===== src/rtl/matrix_load_ctrl_pkg.sv =====
// Shared definitions for the matrix load sequencer: state encoding,
// buffer geometry and the dimension legality check.
package matrix_load_ctrl_pkg;

    typedef enum logic [1:0] {
        ST_IDLE  = 2'd0,
        ST_LOAD  = 2'd1,
        ST_ORDER = 2'd2,
        ST_DONE  = 2'd3
    } state_e;

    // Buffer holds a full MAX_DIM x MAX_DIM matrix in compact row-major order.
    localparam int MAT_ENTRIES = 25;
    localparam int IDX_W       = 5;
    localparam int MAX_DIM     = 5;

    // A dimension is usable when it is non-zero and fits the buffer geometry.
    function automatic logic dim_legal(input logic [2:0] d, input int max_dim);
        return (d != 3'd0) && (int'(d) <= max_dim);
    endfunction

endpackage


===== src/rtl/matrix_load_ctrl_if.sv =====
// Bundle of command, element stream and reorder-side signals between the
// element source, the load sequencer and the reorder/display path.
interface matrix_load_ctrl_if #(
    parameter int DATA_WIDTH = 9
);
    import matrix_load_ctrl_pkg::*;

    logic                              start;
    logic                              cancel;
    logic [2:0]                        dim_r;
    logic [2:0]                        dim_c;
    logic                              in_valid;
    logic [DATA_WIDTH-1:0]             in_data;
    logic                              in_ready;
    logic [2:0]                        ord_r;
    logic [2:0]                        ord_c;
    logic                              ord_en;
    logic [MAT_ENTRIES*DATA_WIDTH-1:0] buf_flat;
    logic [IDX_W-1:0]                  count;
    logic                              busy;
    logic                              done;
    logic                              err;

    // Element source / command side.
    modport master (
        output start, cancel, dim_r, dim_c, in_valid, in_data,
        input  in_ready, ord_r, ord_c, ord_en, buf_flat, count, busy, done, err
    );

    // Load sequencer side.
    modport slave (
        input  start, cancel, dim_r, dim_c, in_valid, in_data,
        output in_ready, ord_r, ord_c, ord_en, buf_flat, count, busy, done, err
    );

endinterface


===== src/rtl/matrix_elem_buffer.sv =====
// 25-entry element register file with bulk clear, single write port and a
// flat read-out that the reorder block consumes directly.
module matrix_elem_buffer
    import matrix_load_ctrl_pkg::*;
#(
    parameter int DATA_WIDTH = 9
) (
    input  logic                              clk,
    input  logic                              rst_n,
    input  logic                              i_clear,
    input  logic                              i_we,
    input  logic [IDX_W-1:0]                  i_waddr,
    input  logic [DATA_WIDTH-1:0]             i_wdata,
    output logic [MAT_ENTRIES*DATA_WIDTH-1:0] o_buf_flat
);

    logic [DATA_WIDTH-1:0] r_mem [MAT_ENTRIES];

    // Entry storage: reset/clear zero every entry, otherwise write one entry.
    // NOTE: this storage is reset on purpose -- downstream displays unused
    // entries as zero, so it must be flops, not an inferred RAM macro.
    always_ff @(posedge clk or negedge rst_n) begin
        if (!rst_n) begin
            for (int i = 0; i < MAT_ENTRIES; i++) begin
                r_mem[i] <= '0;
            end
        end else if (i_clear) begin
            for (int i = 0; i < MAT_ENTRIES; i++) begin
                r_mem[i] <= '0;
            end
        end else if (i_we) begin
            r_mem[i_waddr] <= i_wdata;
        end
    end

    // Entry k lands at bits [k*DATA_WIDTH +: DATA_WIDTH].
    for (genvar g = 0; g < MAT_ENTRIES; g++) begin : g_flat
        assign o_buf_flat[g*DATA_WIDTH +: DATA_WIDTH] = r_mem[g];
    end

endmodule


===== src/rtl/matrix_load_ctrl.sv =====
// Load sequencer in front of the 5x5 reorder block: latches dimensions,
// collects r*c elements over valid/ready, pulses the reorder enable for a
// fixed window, then holds the result and reports done.
module matrix_load_ctrl #(
    parameter int DATA_WIDTH   = 9,
    parameter int MAX_DIM      = matrix_load_ctrl_pkg::MAX_DIM,
    parameter int ORDER_CYCLES = 2
) (
    input  logic                    clk,
    input  logic                    rst_n,
    matrix_load_ctrl_if.slave       bus
);
    import matrix_load_ctrl_pkg::*;

    localparam int TW = (ORDER_CYCLES > 1) ? $clog2(ORDER_CYCLES) : 1;

    state_e           r_state;
    logic [2:0]       r_ord_r;
    logic [2:0]       r_ord_c;
    logic [IDX_W-1:0] r_total;
    logic [IDX_W-1:0] r_count;
    logic [TW-1:0]    r_win;
    logic             r_ord_en;
    logic             r_busy;
    logic             r_done;
    logic             r_err;

    logic                              w_idle_like;
    logic                              w_legal;
    logic                              w_accept;
    logic                              w_in_ready;
    logic                              w_xfer;
    logic                              w_last;
    logic [IDX_W-1:0]                  w_total;
    logic [TW-1:0]                     w_win_init;
    logic [MAT_ENTRIES*DATA_WIDTH-1:0] w_buf_flat;

    assign w_idle_like = (r_state == ST_IDLE) || (r_state == ST_DONE);
    assign w_legal     = dim_legal(bus.dim_r, MAX_DIM) && dim_legal(bus.dim_c, MAX_DIM);
    assign w_accept    = w_idle_like && bus.start && !bus.cancel && w_legal;
    assign w_total     = {2'b00, bus.dim_r} * {2'b00, bus.dim_c};
    assign w_win_init  = TW'(ORDER_CYCLES - 1);

    // Ready is a pure state decode so the source may stream every cycle;
    // cancel suppresses the write even though ready is still high.
    assign w_in_ready  = (r_state == ST_LOAD);
    assign w_xfer      = w_in_ready && bus.in_valid && !bus.cancel;
    assign w_last      = w_xfer && ((r_count + IDX_W'(1)) == r_total);

    // Sequencer: cancel has priority over everything; outputs are registered.
    // NOTE: every state register uses <= so all updates see pre-edge values.
    always_ff @(posedge clk or negedge rst_n) begin
        if (!rst_n) begin
            r_state  <= ST_IDLE;
            r_ord_r  <= '0;
            r_ord_c  <= '0;
            r_total  <= '0;
            r_count  <= '0;
            r_win    <= '0;
            r_ord_en <= 1'b0;
            r_busy   <= 1'b0;
            r_done   <= 1'b0;
            r_err    <= 1'b0;
        end else begin
            r_err <= 1'b0;
            if (bus.cancel) begin
                r_state  <= ST_IDLE;
                r_count  <= '0;
                r_ord_en <= 1'b0;
                r_busy   <= 1'b0;
                r_done   <= 1'b0;
            end else begin
                case (r_state)
                    ST_IDLE, ST_DONE: begin
                        if (bus.start) begin
                            if (w_legal) begin
                                r_state <= ST_LOAD;
                                r_ord_r <= bus.dim_r;
                                r_ord_c <= bus.dim_c;
                                r_total <= w_total;
                                r_count <= '0;
                                r_busy  <= 1'b1;
                                r_done  <= 1'b0;
                            end else begin
                                r_err <= 1'b1;
                            end
                        end
                    end
                    ST_LOAD: begin
                        if (w_xfer) begin
                            r_count <= r_count + IDX_W'(1);
                            if (w_last) begin
                                r_state  <= ST_ORDER;
                                r_ord_en <= 1'b1;
                                r_win    <= w_win_init;
                            end
                        end
                    end
                    ST_ORDER: begin
                        if (r_win == '0) begin
                            r_state  <= ST_DONE;
                            r_ord_en <= 1'b0;
                            r_busy   <= 1'b0;
                            r_done   <= 1'b1;
                        end else begin
                            r_win <= r_win - TW'(1);
                        end
                    end
                    default: begin
                        r_state <= ST_IDLE;
                    end
                endcase
            end
        end
    end

    matrix_elem_buffer #(
        .DATA_WIDTH (DATA_WIDTH)
    ) u_buf (
        .clk        (clk),
        .rst_n      (rst_n),
        .i_clear    (w_accept),
        .i_we       (w_xfer),
        .i_waddr    (r_count),
        .i_wdata    (bus.in_data),
        .o_buf_flat (w_buf_flat)
    );

    assign bus.in_ready = w_in_ready;
    assign bus.ord_r    = r_ord_r;
    assign bus.ord_c    = r_ord_c;
    assign bus.ord_en   = r_ord_en;
    assign bus.buf_flat = w_buf_flat;
    assign bus.count    = r_count;
    assign bus.busy     = r_busy;
    assign bus.done     = r_done;
    assign bus.err      = r_err;

endmodule

===== src/flat_wrapper.sv =====
// flat-port wrapper written by rule: the top's interface ports become plain ports
module matrix_load_ctrl_flat import matrix_load_ctrl_pkg::*;
#(
    parameter int DATA_WIDTH   = 9,
    parameter int MAX_DIM      = matrix_load_ctrl_pkg::MAX_DIM,
    parameter int ORDER_CYCLES = 2
)
  (clk, rst_n, bus_start, bus_cancel, bus_dim_r, bus_dim_c, bus_in_valid, bus_in_data, bus_in_ready, bus_ord_r, bus_ord_c, bus_ord_en, bus_buf_flat, bus_count, bus_busy, bus_done, bus_err);
  matrix_load_ctrl_if #(.DATA_WIDTH(DATA_WIDTH)) bus_i ();
  input  logic clk;
  input  logic rst_n;
  input wire logic [$bits(bus_i.start)-1:0] bus_start;
  input wire logic [$bits(bus_i.cancel)-1:0] bus_cancel;
  input wire logic [$bits(bus_i.dim_r)-1:0] bus_dim_r;
  input wire logic [$bits(bus_i.dim_c)-1:0] bus_dim_c;
  input wire logic [$bits(bus_i.in_valid)-1:0] bus_in_valid;
  input wire logic [$bits(bus_i.in_data)-1:0] bus_in_data;
  output wire logic [$bits(bus_i.in_ready)-1:0] bus_in_ready;
  output wire logic [$bits(bus_i.ord_r)-1:0] bus_ord_r;
  output wire logic [$bits(bus_i.ord_c)-1:0] bus_ord_c;
  output wire logic [$bits(bus_i.ord_en)-1:0] bus_ord_en;
  output wire logic [$bits(bus_i.buf_flat)-1:0] bus_buf_flat;
  output wire logic [$bits(bus_i.count)-1:0] bus_count;
  output wire logic [$bits(bus_i.busy)-1:0] bus_busy;
  output wire logic [$bits(bus_i.done)-1:0] bus_done;
  output wire logic [$bits(bus_i.err)-1:0] bus_err;
  assign bus_i.start = bus_start;
  assign bus_i.cancel = bus_cancel;
  assign bus_i.dim_r = bus_dim_r;
  assign bus_i.dim_c = bus_dim_c;
  assign bus_i.in_valid = bus_in_valid;
  assign bus_i.in_data = bus_in_data;
  assign bus_in_ready = bus_i.in_ready;
  assign bus_ord_r = bus_i.ord_r;
  assign bus_ord_c = bus_i.ord_c;
  assign bus_ord_en = bus_i.ord_en;
  assign bus_buf_flat = bus_i.buf_flat;
  assign bus_count = bus_i.count;
  assign bus_busy = bus_i.busy;
  assign bus_done = bus_i.done;
  assign bus_err = bus_i.err;
  matrix_load_ctrl #(.DATA_WIDTH(DATA_WIDTH), .MAX_DIM(MAX_DIM), .ORDER_CYCLES(ORDER_CYCLES)) u_core (.clk(clk), .rst_n(rst_n), .bus(bus_i));
endmodule

===== config.mk =====
export PLATFORM = sky130hd
export DESIGN_NAME = matrix_load_ctrl_flat
export DESIGN_NICKNAME = d
export VERILOG_FILES = /design/src/rtl/matrix_load_ctrl_pkg.sv /design/src/rtl/matrix_load_ctrl_if.sv /design/src/rtl/matrix_elem_buffer.sv /design/src/rtl/matrix_load_ctrl.sv /design/src/flat_wrapper.sv
export SDC_FILE = /design/constraint.sdc
export NUM_CORES = 1
export LEC_CHECK = 0
export BUFFER_PORTS_ARGS = -buffer_cell sky130_fd_sc_hd__buf_2
export CAP_MARGIN = 10
export CORE_MARGIN = 2
export CORE_UTILIZATION = 35
export DETAILED_ROUTE_END_ITERATION = 12
export HOLD_SLACK_MARGIN = 0.15
export PLACE_DENSITY = 0.67
export SLEW_MARGIN = 20
export SYNTH_ARGS = -nofsm -noshare
export SYNTH_HDL_FRONTEND = slang
export SYNTH_HIERARCHICAL = 1
export SYNTH_SLANG_ARGS = --single-unit

===== constraint.sdc =====
create_clock -name clk -period 7.35 [get_ports clk]
set_input_delay 1.8375 -clock clk [delete_from_list [all_inputs] [get_ports clk]]
set_output_delay 1.8375 -clock clk [all_outputs]
set_load 0.03 [all_outputs]

==> impl_results.md <==
* Total wire length at 30.5 mm
* Core footprint at 31600 um2
* Post-Synth Simple-Gate Area at 17.4%
* Number of synthesized flops with an enable pin at 0
* Top post-synthesis cells by area: dfrtp_1 (55%), mux2i_1 (20%), nand2b_1 (13%)
* Number of max-cap violations at 0
* CP Capture Type: flip-flop
* Routed Antenna Nets at 0
* Share of cells above drive strength 1 at 30.8%
* Crit path to: u_core/u_buf/o_buf_flat[35]$_DFFE_PN0P_
* Final min period at 4.48 ns
* # IOs at 261
* Clock Sinks at 248
* Fin. Hold Viols at 0
* Setup crit start: bus_dim_c[2]
* I/O Buffers at 260
* Die area at 33600 um2
* Post_cts resized at 0
* Gate Count Post-Synth at 913
* Period Utilization, post-route at 61.0%
* Complex-gate fraction of the synthesized area at 1.26%
* Synth Area in Adders at 1.13%
* Synth Flop Type: dfrtp_1
* Hold Slack at 0.511 ns
* Top cells by count, synth: dfrtp_1 (248), nand2b_1 (235), mux2i_1 (227), clkbuf_1 (49), nand2_2 (20)
* Vias per cell at 4.81
* Worst EP arrival at 4.88 ns
* Post-route setup TNS at 0 ns
* Worst path required time at 7.75 ns
* Mux contribution to synthesized area at 21.2%
* Nets@finish at 1173
* Metal3 WL at 2.08 mm
* Initial Util at 35.6%
* H-tree Lvls at 1
* Die X at 183 um
* Setup repair bufs after CTS at 0
* Routed len/inst at 19.5 um
* Grt ovf at 0
* Routability cong. at 0.794
* Drt drc at 0
* Top Metal Used: met4
* Skew final at 0.00726 ns
* Metal2 WL at 13.9 mm
* R2R cell count at 7
* Main combinational cell family by area after synthesis: multiplexers
* CTS Buffer Depth at 3
* Post-DP HPWL at 19.1 mm
* Starting DRT DRC Count at 396
* Vias in the first global route at 7890
* Max_slew headroom at 28.8%
* Post-Synth XOR/XNOR Area at 0.978%
* HP Class: flip-flop to flip-flop
* Crit-path max FO at 114
* DRT met1 WL at 14.0 mm
* Fillcell total at 2995
* Synthesis warning total at 6
* CTS tree: done
* Antenna diodes at 0
* Hold buffers post-CTS at 0
* First-pass GRT wire length at 47.3 mm
* Most frequent cell after synthesis: dfrtp_1
* Row Count at 65
* Pwr Density at 249 nW/um2
* Critical R2R Launch: u_core/r_state[1]$_DFFE_PN0P_
* RR Endpoint: u_core/u_buf/o_buf_flat[35]$_DFFE_PN0P_
* Peak supply drop at 161 uV
* Reg2Reg Setup Slack at 4.02 ns
* Startpoint class of the critical path: primary input
* First-pass DRT Iterations at 4
* Synthesized netlist net count at 942
* Die Ht at 183 um
* RSZ-0062 raised after global routing: false
* Initial antenna violation count at 0
* Area leader, netlist: dfrtp_1
* Largest net degree at the start of global routing at 129
* Seq/Total Area, Yosys at 55.1%
* CTS Root Cell: clkbuf_16
* Tightest Pin Transition at 1.05 ns
* Worst skew pair latency at 0.53 ns
* Share of the synthesized area in the top cell type at 55.1%
* Average size of a mapped cell at 12.3 um2
* Clock-pin transition on the worst setup and hold timing paths at 0.06 ns
* Mapped cell area at 11300 um2
* Cts bufs inserted at 28
* Crit Path Class: primary input to flip-flop
* Synthesized flop and latch total at 248
* FMAX at 0.223 GHz
* GRT Total Usage at 18.0%
* Final setup violation count at 0
* Netlist cell types at 43
* Async SR Flop Fraction at 100%
* Status: completed
* Leak at 8.35 nW
* Count of pins over their slew limit at 0
* Via count at 7531
* P&R area growth vs syn at 22.6%
-- power breakdown --
| part | switching (W) | internal, W |
|---|---|---|
| logic | 0.000364 | 0.000201 |
| clock network | 0.000554 | 0.000850 |
| registers | 0.0000416 | 0.00143 |
-- layout make-up --
class,count,area (um2),area share (%)
Clock buffer,42,835,6.05
Inverter,11,41.3,0.299
Tap cell,402,503,3.64
Multi-Input combinational cell,589,4750,34.4
Timing Repair Buffer,266,1370,9.92
Sequential cell,248,6210,45.0
Clock inverter,8,98.8,0.716
-- stage by stage --
stage                     instances  power, W  utilization, %  area (um2)  worst slack, ns
after floorplan                 913   0.00188               -       11300             3.50
after global placement         1516   0.00205            40.7       12900             2.33
after detailed placement       1516   0.00206            40.7       12900             2.25
after CTS                      1566   0.00348            43.6       13800             2.84
after global routing           1566   0.00359            43.6       13800             2.53
final                          1566   0.00344            43.6       13800             2.87
-- cells in the final DEF, fill, tap and decap left out, types with 3 or more instances in the layout --
cell type,n
nor3_1,4
xor2_1,6
inv_1,11
nand2_2,20
nand2_1,16
o21ai_0,7
and2_1,6
xnor2_1,4
nor2_1,5
mux2_2,4
a21oi_1,7
buf_4,5
buf_2,259
nand2b_1,227
nand2b_2,8
ha_1,7
clkbuf_8,6
nand3_1,4
clkbuf_1,7
clkinv_2,3
dfrtp_1,248
mux2_4,5
mux2i_1,227
nand2_4,3
clkbuf_16,29
nor2b_1,3
-- sequential cells by signal (all words and copies together) (netlist names) --
register and cells:
u_core/bus.ord_r 3, u_core/r_win 1, u_core/bus.done 1, u_core/r_state 2
u_core/u_buf/o_buf_flat 225, u_core/r_total 5, u_core/bus.ord_en 1, u_core/bus.busy 1
u_core/bus.count 5, u_core/bus.ord_c 3, u_core/bus.err 1
-- kinds of logic (layout without fill, tap and decap cells) --
group                      after synthesis  in the layout
AOI/OAI and AO/OA                       22             22
buffers and inverters                   76            327
xor gates and xnor gates                11             11
DFF                                    248            248
and+or+nand+nor                        311            311
muxes                                  236            236
adders and majority gates                9              9
-- worst min path at each step --
stage                                         start                              end  cells past startpoint
floorplan             u_core/r_total[2]$_DFFE_PN0P_    u_core/r_total[2]$_DFFE_PN0P_                      1
global placement    u_core/bus.ord_c[0]$_DFFE_PN0P_  u_core/bus.ord_c[0]$_DFFE_PN0P_                      1
detailed placement  u_core/bus.ord_c[1]$_DFFE_PN0P_  u_core/bus.ord_c[1]$_DFFE_PN0P_                      1
CTS                 u_core/bus.ord_c[1]$_DFFE_PN0P_  u_core/bus.ord_c[1]$_DFFE_PN0P_                      1
global route        u_core/bus.ord_c[1]$_DFFE_PN0P_  u_core/bus.ord_c[1]$_DFFE_PN0P_                      1
finish              u_core/bus.ord_c[1]$_DFFE_PN0P_  u_core/bus.ord_c[1]$_DFFE_PN0P_                      1
-- worst max-delay path, stage by stage --
cell       delay [ns]
buf_2            0.14
nor3_1           0.07
a2111oi_2        0.52
nor3b_4          0.83
buf_4            0.82
nand2b_1         0.20
buf_4            0.30
mux2i_1          0.13
-- routing by layer --
layer,global-route usage [%],vias up
li1,-,3490
met1,24.9,3782
met2,28.6,226
met3,4.55,33
met4,3.58,0
met5,0,-
Note: power is estimated with default switching activity, not from simulation.
